**src/rtl/ppi_bus_master.sv**
```systemverilog
// Host-side initiator for an 8255A-style peripheral bus: one register access per
// valid/ready handshake, with programmable setup, strobe, hold and recovery times.
module ppi_bus_master #(
  parameter int unsigned T_SETUP  = 2,
  parameter int unsigned T_STROBE = 4,
  parameter int unsigned T_HOLD   = 1,
  parameter int unsigned T_RECOV  = 2
) (
  input  logic       clk,
  input  logic       reset,
  input  logic       req_valid,
  output logic       req_ready,
  input  logic       req_rw,
  input  logic [1:0] req_addr,
  input  logic [7:0] req_wdata,
  output logic       rsp_valid,
  output logic [7:0] rsp_rdata,
  output logic       busy,
  output logic       nCS,
  output logic       nRD,
  output logic       nWR,
  output logic [1:0] A,
  output logic [7:0] Dout,
  input  logic [7:0] Din,
  output logic       DEn
);

  generate
    if (T_SETUP  < 1 || T_SETUP  > 15 || T_STROBE < 1 || T_STROBE > 15 ||
        T_HOLD   < 1 || T_HOLD   > 15 || T_RECOV  < 1 || T_RECOV  > 15) begin : g_bad_param
      $error("ppi_bus_master: timing parameters must lie in 1..15");
    end
  endgenerate

  localparam logic [3:0] LD_SETUP  = 4'(T_SETUP  - 1);
  localparam logic [3:0] LD_STROBE = 4'(T_STROBE - 1);
  localparam logic [3:0] LD_HOLD   = 4'(T_HOLD   - 1);
  localparam logic [3:0] LD_RECOV  = 4'(T_RECOV  - 1);

  typedef enum logic [2:0] {IDLE, SETUP, STROBE, HOLD, RECOV} state_t;

  state_t     state, next_state;
  logic [3:0] cnt, next_cnt;
  logic       rw_q;
  logic       accept;
  logic       next_rw;
  logic       next_in_cycle;

  assign req_ready = (state == IDLE);
  assign busy      = (state != IDLE);
  assign accept    = req_ready & req_valid;

  // The bus outputs are registered from the next-state view, so the request
  // fields must be taken straight from the inputs on the accepting edge.
  assign next_rw       = accept ? req_rw : rw_q;
  assign next_in_cycle = (next_state == SETUP) || (next_state == STROBE) || (next_state == HOLD);

  // NOTE: every combinational output gets a default first, so no path can
  // leave it unassigned and infer a latch.
  always_comb begin
    next_state = state;
    next_cnt   = cnt;
    unique case (state)
      IDLE: begin
        if (req_valid) begin
          next_state = SETUP;
          next_cnt   = LD_SETUP;
        end
      end
      SETUP: begin
        if (cnt == 4'd0) begin
          next_state = STROBE;
          next_cnt   = LD_STROBE;
        end else begin
          next_cnt = cnt - 4'd1;
        end
      end
      STROBE: begin
        if (cnt == 4'd0) begin
          next_state = HOLD;
          next_cnt   = LD_HOLD;
        end else begin
          next_cnt = cnt - 4'd1;
        end
      end
      HOLD: begin
        if (cnt == 4'd0) begin
          next_state = RECOV;
          next_cnt   = LD_RECOV;
        end else begin
          next_cnt = cnt - 4'd1;
        end
      end
      RECOV: begin
        if (cnt == 4'd0) begin
          next_state = IDLE;
          next_cnt   = 4'd0;
        end else begin
          next_cnt = cnt - 4'd1;
        end
      end
      default: begin
        next_state = IDLE;
        next_cnt   = 4'd0;
      end
    endcase
  end

  // NOTE: sequential state uses non-blocking assignments so every register
  // samples the pre-edge values regardless of statement order.
  always_ff @(posedge clk or posedge reset) begin
    if (reset) begin
      state <= IDLE;
      cnt   <= 4'd0;
      rw_q  <= 1'b0;
    end else begin
      state <= next_state;
      cnt   <= next_cnt;
      if (accept) rw_q <= req_rw;
    end
  end

  // Async reset releases the bus at once; an access in flight is discarded.
  always_ff @(posedge clk or posedge reset) begin
    if (reset) begin
      nCS       <= 1'b1;
      nRD       <= 1'b1;
      nWR       <= 1'b1;
      DEn       <= 1'b0;
      A         <= 2'd0;
      Dout      <= 8'd0;
      rsp_valid <= 1'b0;
      rsp_rdata <= 8'd0;
    end else begin
      nCS       <= ~next_in_cycle;
      nRD       <= ~((next_state == STROBE) &  next_rw);
      nWR       <= ~((next_state == STROBE) & ~next_rw);
      DEn       <= next_in_cycle & ~next_rw;
      rsp_valid <= (state == HOLD) && (next_state == RECOV);
      if (accept) A <= req_addr;
      if (accept && !req_rw) Dout <= req_wdata;
      // Capture on the edge closing the last low strobe cycle.
      if ((state == STROBE) && (cnt == 4'd0) && rw_q) rsp_rdata <= Din;
    end
  end

endmodule

```
**config.mk**
```make
export PLATFORM = sky130hd
export DESIGN_NAME = ppi_bus_master
export DESIGN_NICKNAME = d
export VERILOG_FILES = /design/src/rtl/ppi_bus_master.sv
export SDC_FILE = /design/constraint.sdc
export NUM_CORES = 1
export LEC_CHECK = 0
export ABC_AREA = 1
export CAP_MARGIN = 20
export CORE_UTILIZATION = 40
export DETAILED_ROUTE_END_ITERATION = 6
export GPL_TIMING_DRIVEN = 0
export PLACE_DENSITY = 0.67
export SLEW_MARGIN = 40
export SYNTH_ARGS = -nofsm -noshare
export SYNTH_HDL_FRONTEND = slang
export SYNTH_SLANG_ARGS = --single-unit
```
**constraint.sdc**
```tcl
create_clock -name clk -period 3 [get_ports clk]
set_input_delay 0.75 -clock clk [delete_from_list [all_inputs] [get_ports clk]]
set_output_delay 0.75 -clock clk [all_outputs]
set_load 0.01 [all_outputs]
```
==> summary.txt, run 1 <==
Synthesis
  – Post-Synthesis Cells: around 160
  – Compound-Gate Fraction of Synth Area: slightly above 8%
  – Post-synthesis adder-cell area fraction: around 1.7%
  – Largest cells by area after synthesis: dfrtp_1 (48%), nand2_1 (16%), dfstp_2 (5.4%), o21ai_2 (5.4%), inv_1 (5.2%)
  – Largest family of logic cells by synthesized area: simple AND/OR/NAND/NOR gates
  – Area of the mapped netlist: between 1000 and 1500 um2
  – XOR/XNOR share of the synthesized area: 0%
  – Yosys cell types: 21
  – Yosys Warn Count: 0
  – Register area share after synthesis: around 54%
  – Post-synth net total: approximately 190
  – Mux cell area share after synthesis: 0%
  – Flops & latches, synth: 31
  – Simple-Gate Fraction of Synth Area: 29.1%
  – Cell taking the most area after synthesis: dfrtp_1
  – Post-synthesis area per instance: roughly 9.0 um2
  – Yosys top cell area share: about half

Final layout
  – Multi-input gate area: around 570 um2
  – Layout cells sized above 1: approximately 16%
  – Most frequent cells in the layout: nand2_1 (60), clkdlybuf4s50_1 (46), dfrtp_1 (28)
  – Layout area overhead: 40.8%
  – Nets: roughly 240
  – Finished Cell Area: slightly above 2000 um2
  – Most common cell after layout, fill and taps aside: nand2_1
  – N_diodes: 0
  – Fillers: 309
  – Reg area: between 700 and 800 um2

Floorplan
  – Core Area: between 3000 and 4000 um2
  – # rows: 21
  – Die H: between 60 and 70 um
  – Die area: between 3000 and 4000 um2
  – Chip width: around 62 um
  – I/O pin total: 47
  – Initial Utilization: 42.4%

Clock network
  – Htree depth: 2
  – Hold buffer count at cts: 0
  – Num CTS Buffers: 5
  – Post-CTS Resized: 0
  – TritonCTS clock tree: done
  – Clk buf depth: 2
  – Later-pin clock latency in the skew report: between 0.3 and 0.4 ns
  – Clk slew on worst S/H paths: 0.10 ns
  – Root Buffer: clkbuf_4
  – Postcts setup bufs: 0
  – CTS sink cnt: 31

Worst setup path
  – CP endpoint kind: output pin
  – CP cell instances: inv_4, nand2_4, nor2_8, clkdlybuf4s50_1
  – Startpoint types: flop
  – Critical path required time: around 2.3 ns
  – Critical Path Fanout Max: 7
  – Largest stage delay, worst path: 0.55 ns
  – Critical Path AT: 1.72 ns
  – CP max stage cell: clkdlybuf4s50_1
  – Kind of critical path: reg2out

Job
  – Max Cap Viol: 0

Timing
  – Max-slew violation count: 0
  – Fmax: about 400 MHz
  – RSZ-0062 raised after global routing: no
  – Setup Viol. Count Final: 0
  – Fin crit share: between 80 and 90%
  – Max Clock Skew: roughly 0.011 ns
  – Post-route minimum period: roughly 2.5 ns
  – Worst-Margin Slew: between 0.6 and 0.7 ns
  – Setup TNS: 0 ns
  – Rel. slew slack: 58.4%
  – Hold Vio Cnt, Final: 0

Global route
  – GRT Total Usage: 17.5%
  – Largest net degree at the start of global routing: 32
  – Total gr overflow: 0
  – First-pass GRT wire length: between 5000 and 6000 um
  – Antenna violations before repair: 0
  – Vias in the first global route: between 1000 and 1500

Detailed routing
  – DRT iter0 DRCs: 34
  – Post-route ant nets: 0
  – WL per Instance: ~12 um
  – Drc violations: 0
  – Vias per std cell: approximately 4.6
  – DRT Wirelength: ~3000 um
  – Initial DRT Pass Iterations: 4
  – Vias: 1193

Pwr
  – PwrDens: 1010 nW/um2
  – Total power draw: 2.05 mW
  – Lkg Pwr: approximately 1.0 nW
  – Worst VDD drop: around 0.47 mV

Hold path
  – Hold Crit Class: reg2reg

Placement
  – Detailed Place HPWL: roughly 2200 um
  – # port buffers: 46
  – Routability cong.: slightly below 0.8
  – DP Area: 1970 um2

Status
  – Status: finished clean
worst max-delay path: cells and delay by family, from the launching register on:
family                 cells  cell delay (ns)
buffers and inverters      2             0.68
DFF                        1             0.46
and+or+nand+nor            2             0.23
per-stage QoR:
step / std cells / util [%] / worst slack [ns] / hold WS (ns)
after floorplan: 161 / - / 1.42 / 0.507
after global placement: 253 / 57.6 / 0.854 / 0.453
after detailed placement: 253 / 57.6 / 0.914 / 0.462
after CTS: 261 / 59.7 / 0.522 / 0.491
after global routing: 261 / 59.7 / 0.451 / 0.506
final: 261 / 59.7 / 0.528 / 0.483
layer usage:
metal | up-vias | global-route usage (%) | share of wire, %
li1 | 603 | - | -
met5 | - | 0 | 0
met3 | 7 | 4.04 | 4.8
met1 | 556 | 20.1 | 42
met4 | 0 | 9.59 | 2.5
met2 | 27 | 30.1 | 51
cells by family (layout without fill, tap and decap cells):
kind of cell	after synthesis	after routing
adders and majority gates	2	2
buffers and inverters	24	78
AOI/OAI and AO/OA	16	16
and+or+nand+nor	88	88
DFF	31	31
area by class of cell:
type | count | share of cell area (%)
flip-flops and latches | 31 | 38.2
multi-input cells | 106 | 27.8
repair buffers | 46 | 22.6
inverters | 23 | 4.48
clock buffers | 7 | 3.19
well taps | 46 | 2.82
plain buffers | 1 | 0.552
clock inverters | 1 | 0.368
flip-flops by register name, indices dropped and copies added, names as in the netlist:
| signal | cells |
|---|---|
| A | 2 |
| DEn | 1 |
| Dout | 8 |
| cnt | 4 |
| nCS | 1 |
| nRD | 1 |
| nWR | 1 |
| rsp_rdata | 8 |
| rsp_valid | 1 |
| rw_q | 1 |
| state | 3 |
report_power, final:
group	internal (mW)	switching (mW)	total, mW
sequential	0.610	0.127	0.737
clock	0.137	0.158	0.294
combinational	0.492	0.530	1.02
synth_stat cells (all sizes together):
master and count:
nand4 1, a22oi 1, nor3 2, inv 23, ha 2, dfrtp 28, dfstp 3, a21oi 4
nand2 63, nor2 11, buf 1, nand3 11, o21ai 11
path summary, 6_finish.rpt:
| check | start | cells past startpoint | to | slack (ns) |
|---|---|---|---|---|
| min in group asynchronous | reset | 2 | Dout[6] | 0.79 |
| max | state[0] | 4 | req_ready | 0.53 |
| max in group asynchronous | reset | 2 | cnt[1] | 1.80 |
| min | Dout[3] | 2 | Dout[3] | 0.48 |
| min reg2reg | Dout[3] | 2 | Dout[3] | 0.48 |
| max reg2reg | cnt[0] | 8 | rsp_rdata[2] | 1.46 |
Power figures use the tool's default switching activity.
==> run 2, diff against run 1 <==
- clock period: 3 -> 2.4 ns (I/O delays scaled with it)
==> results of run 2 <==
The final DEF is identical to that of run 1. Status: finished clean.
Main changes from that run: setup slack after placement 0.914 ns -> 0.464 ns; setup slack after layout 0.528 ns -> 0.0781 ns; register-to-register setup slack 1.46 ns -> 0.86 ns; total power 2.05 mW -> 2.57 mW; worst IR drop on VDD 0.469 mV -> 0.586 mV
==> run 3, diff against run 2 <==
- CORE_UTILIZATION: 40 -> 45
- PLACE_DENSITY: 0.67 -> 0.76
- SETUP_SLACK_MARGIN: not set -> 0.05
==> run 3 against run 2 <==
  * First-iteration DRC count is 24% higher
  * Critical path depth stayed put
  * Count of clock-buffer cells in the layout is 1 higher
  * Critical path type unchanged
  * Largest power group unchanged
==> summary.txt, run 3 (synthesized netlist as in run 1, its figures left out) <==
Hold path
  – Hold Path Stages: 2
  – Hold Crit Class: reg2reg
  – Hold wc startpoint: Dout[3]
  – Hold path endpoint: Dout[3]

Clock network
  – Postcts setup bufs: 0
  – TritonCTS clock tree: done
  – Post-CTS Resized: 0
  – Hold buffer count at cts: 0
  – Num CTS Buffers: 5
  – Clk buf depth: 2
  – Root Buffer: clkbuf_4
  – Clk slew on worst S/H paths: approximately 0.10 ns
  – Htree depth: 2
  – CTS sink cnt: 31
  – Later-pin clock latency in the skew report: ~0.34 ns

Detailed routing
  – Vias: ~1200
  – Drc violations: 0
  – WL per Instance: ~12 um
  – Post-route ant nets: 0
  – Vias per std cell: between 4 and 5
  – Initial DRT Pass Iterations: 4
  – DRT Wirelength: slightly below 3000 um
  – DRT iter0 DRCs: 42

Global route
  – Largest net degree at the start of global routing: 32
  – Total gr overflow: 0
  – First-pass GRT wire length: about 5300 um
  – Antenna violations before repair: 0
  – GRT Total Usage: approximately 21%
  – Vias in the first global route: around 1300

Final layout
  – Multi-input gate area: 567 um2
  – Most common cell after layout, fill and taps aside: nand2_1
  – Nets: approximately 240
  – Layout cells sized above 1: around 15%
  – Reg area: 781 um2
  – N_diodes: 0
  – Fillers: 270
  – Finished Cell Area: between 2000 and 2500 um2
  – Most frequent cells in the layout: nand2_1 (60), clkdlybuf4s50_1 (45), dfrtp_1 (27)
  – Largest regs: Dout x8, rsp_rdata x8, cnt x4
  – Layout area overhead: 39.4%

Timing
  – Fin crit share: 94.5%
  – Max-slew violation count: 0
  – Worst-Margin Slew: around 0.6 ns
  – RSZ-0062 raised after global routing: no
  – Post-route minimum period: approximately 2.3 ns
  – Max Clock Skew: around 0.013 ns
  – Hold Vio Cnt, Final: 0
  – Fmax: between 400 and 500 MHz
  – Rel. slew slack: around 59%
  – Setup TNS: 0 ns
  – Setup Viol. Count Final: 0
  – Final setup margin: 0.133 ns

Worst setup path
  – Reg2Reg Depth: 7
  – Worst reg2reg path endpoint: cnt[3]
  – Critical Path AT: ~1.7 ns
  – Flop-to-flop setup slack: roughly 0.86 ns
  – Critical path required time: 1.80 ns
  – Startpoint types: flop
  – CP endpoint kind: output pin
  – Critical Path Fanout Max: 7
  – R2R Path Start: cnt[0]
  – Kind of critical path: reg2out

Floorplan
  – Core Area: 3050 um2
  – Chip width: between 50 and 60 um
  – Die area: about 3500 um2
  – Initial Utilization: a little under half
  – Die H: ~59 um
  – I/O pin total: 47
  – # rows: 20

Pwr
  – Combinational power share: between 50% and 60%
  – PwrDens: roughly 1200 nW/um2
  – P_int: roughly 1.5 mW
  – Psw: 1.01 mW
  – Worst VDD drop: about 0.78 mV
  – Sw Ratio: around 40%
  – Share of power burned in registers: 37.1%
  – Lkg Pwr: about 1.0 nW
  – Clock network power share: 11.5%

Placement
  – # port buffers: 46
  – Routability cong.: 0.858
  – Detailed Place HPWL: ~2300 um
  – DP Area: slightly below 2000 um2
  – Post-place setup slack: 0.487 ns

Job
  – Max Cap Viol: 0

Status
  – Status: finished clean
run 3: cell count changes in the layout (fill, tap and decap cells not counted):
cell             delta
clkbuf_1            +3
clkbuf_8            -2
clkdlybuf4s50_1     -1
clkinvlp_4          -1
dfrtp_1             -1
dfrtp_2             +1
dlymetal6s2s_1      +1
inv_2               -1
inv_4               +1
run 3: worst max path at each step:
stage / from / endpoint / slack (ns) / cells after the start
after detailed placement: state[0] / req_ready / 0.49 / 4
after global placement: reset / rsp_valid / 0.42 / 2
after floorplan: state[0] / busy / 0.97 / 4
final: state[0] / req_ready / 0.13 / 4
after global routing: state[0] / req_ready / 0.06 / 4
after CTS: state[0] / req_ready / 0.10 / 4
run 3: stage by stage:
stage	cells	total power [mW]	hold slack, ns	utilization (%)
2_1_floorplan	161	1.65	0.507	-
3_3_place_gp	251	2.17	0.456	64.3
3_5_place_dp	251	2.23	0.460	64.3
4_1_cts	259	2.53	0.484	65.9
5_1_grt	259	2.71	0.511	66.1
6_report	259	2.51	0.478	66.1
run 3: area by class of cell:
class	count	area share, %
well taps	44	2.73
clock buffers	8	2.42
multi-input cells	106	28.1
flip-flops and latches	31	38.7
inverters	23	4.65
plain buffers	1	0.558
repair buffers	46	22.9
run 3: per-layer routing:
metal | global-route usage (%) | share of wire, % | vias to the layer above
met4 | 11.2 | 2.2 | 0
met5 | 0 | 0 | -
li1 | - | - | 605
met3 | 5.71 | 5.2 | 6
met1 | 24.9 | 44 | 559
met2 | 33.4 | 49 | 35
run 3: critical path, cell delays in order, from the launching register on:
cell	delay (ns)
dfrtp_2	0.46
inv_4	0.11
nand2_4	0.08
nor2_8	0.13
clkdlybuf4s50_1	0.55
run 3: power by group through the flow:
| stage | Sequential, mW | Combinational (mW) | Clock, mW |
|---|---|---|---|
| finish | 0.931 | 1.29 | 0.289 |
| global route | 0.958 | 1.43 | 0.317 |
| CTS | 0.928 | 1.30 | 0.296 |
| detailed placement | 0.935 | 1.30 | 0 |
| global placement | 0.921 | 1.25 | 0 |
| floorplan | 0.994 | 0.657 | 0 |
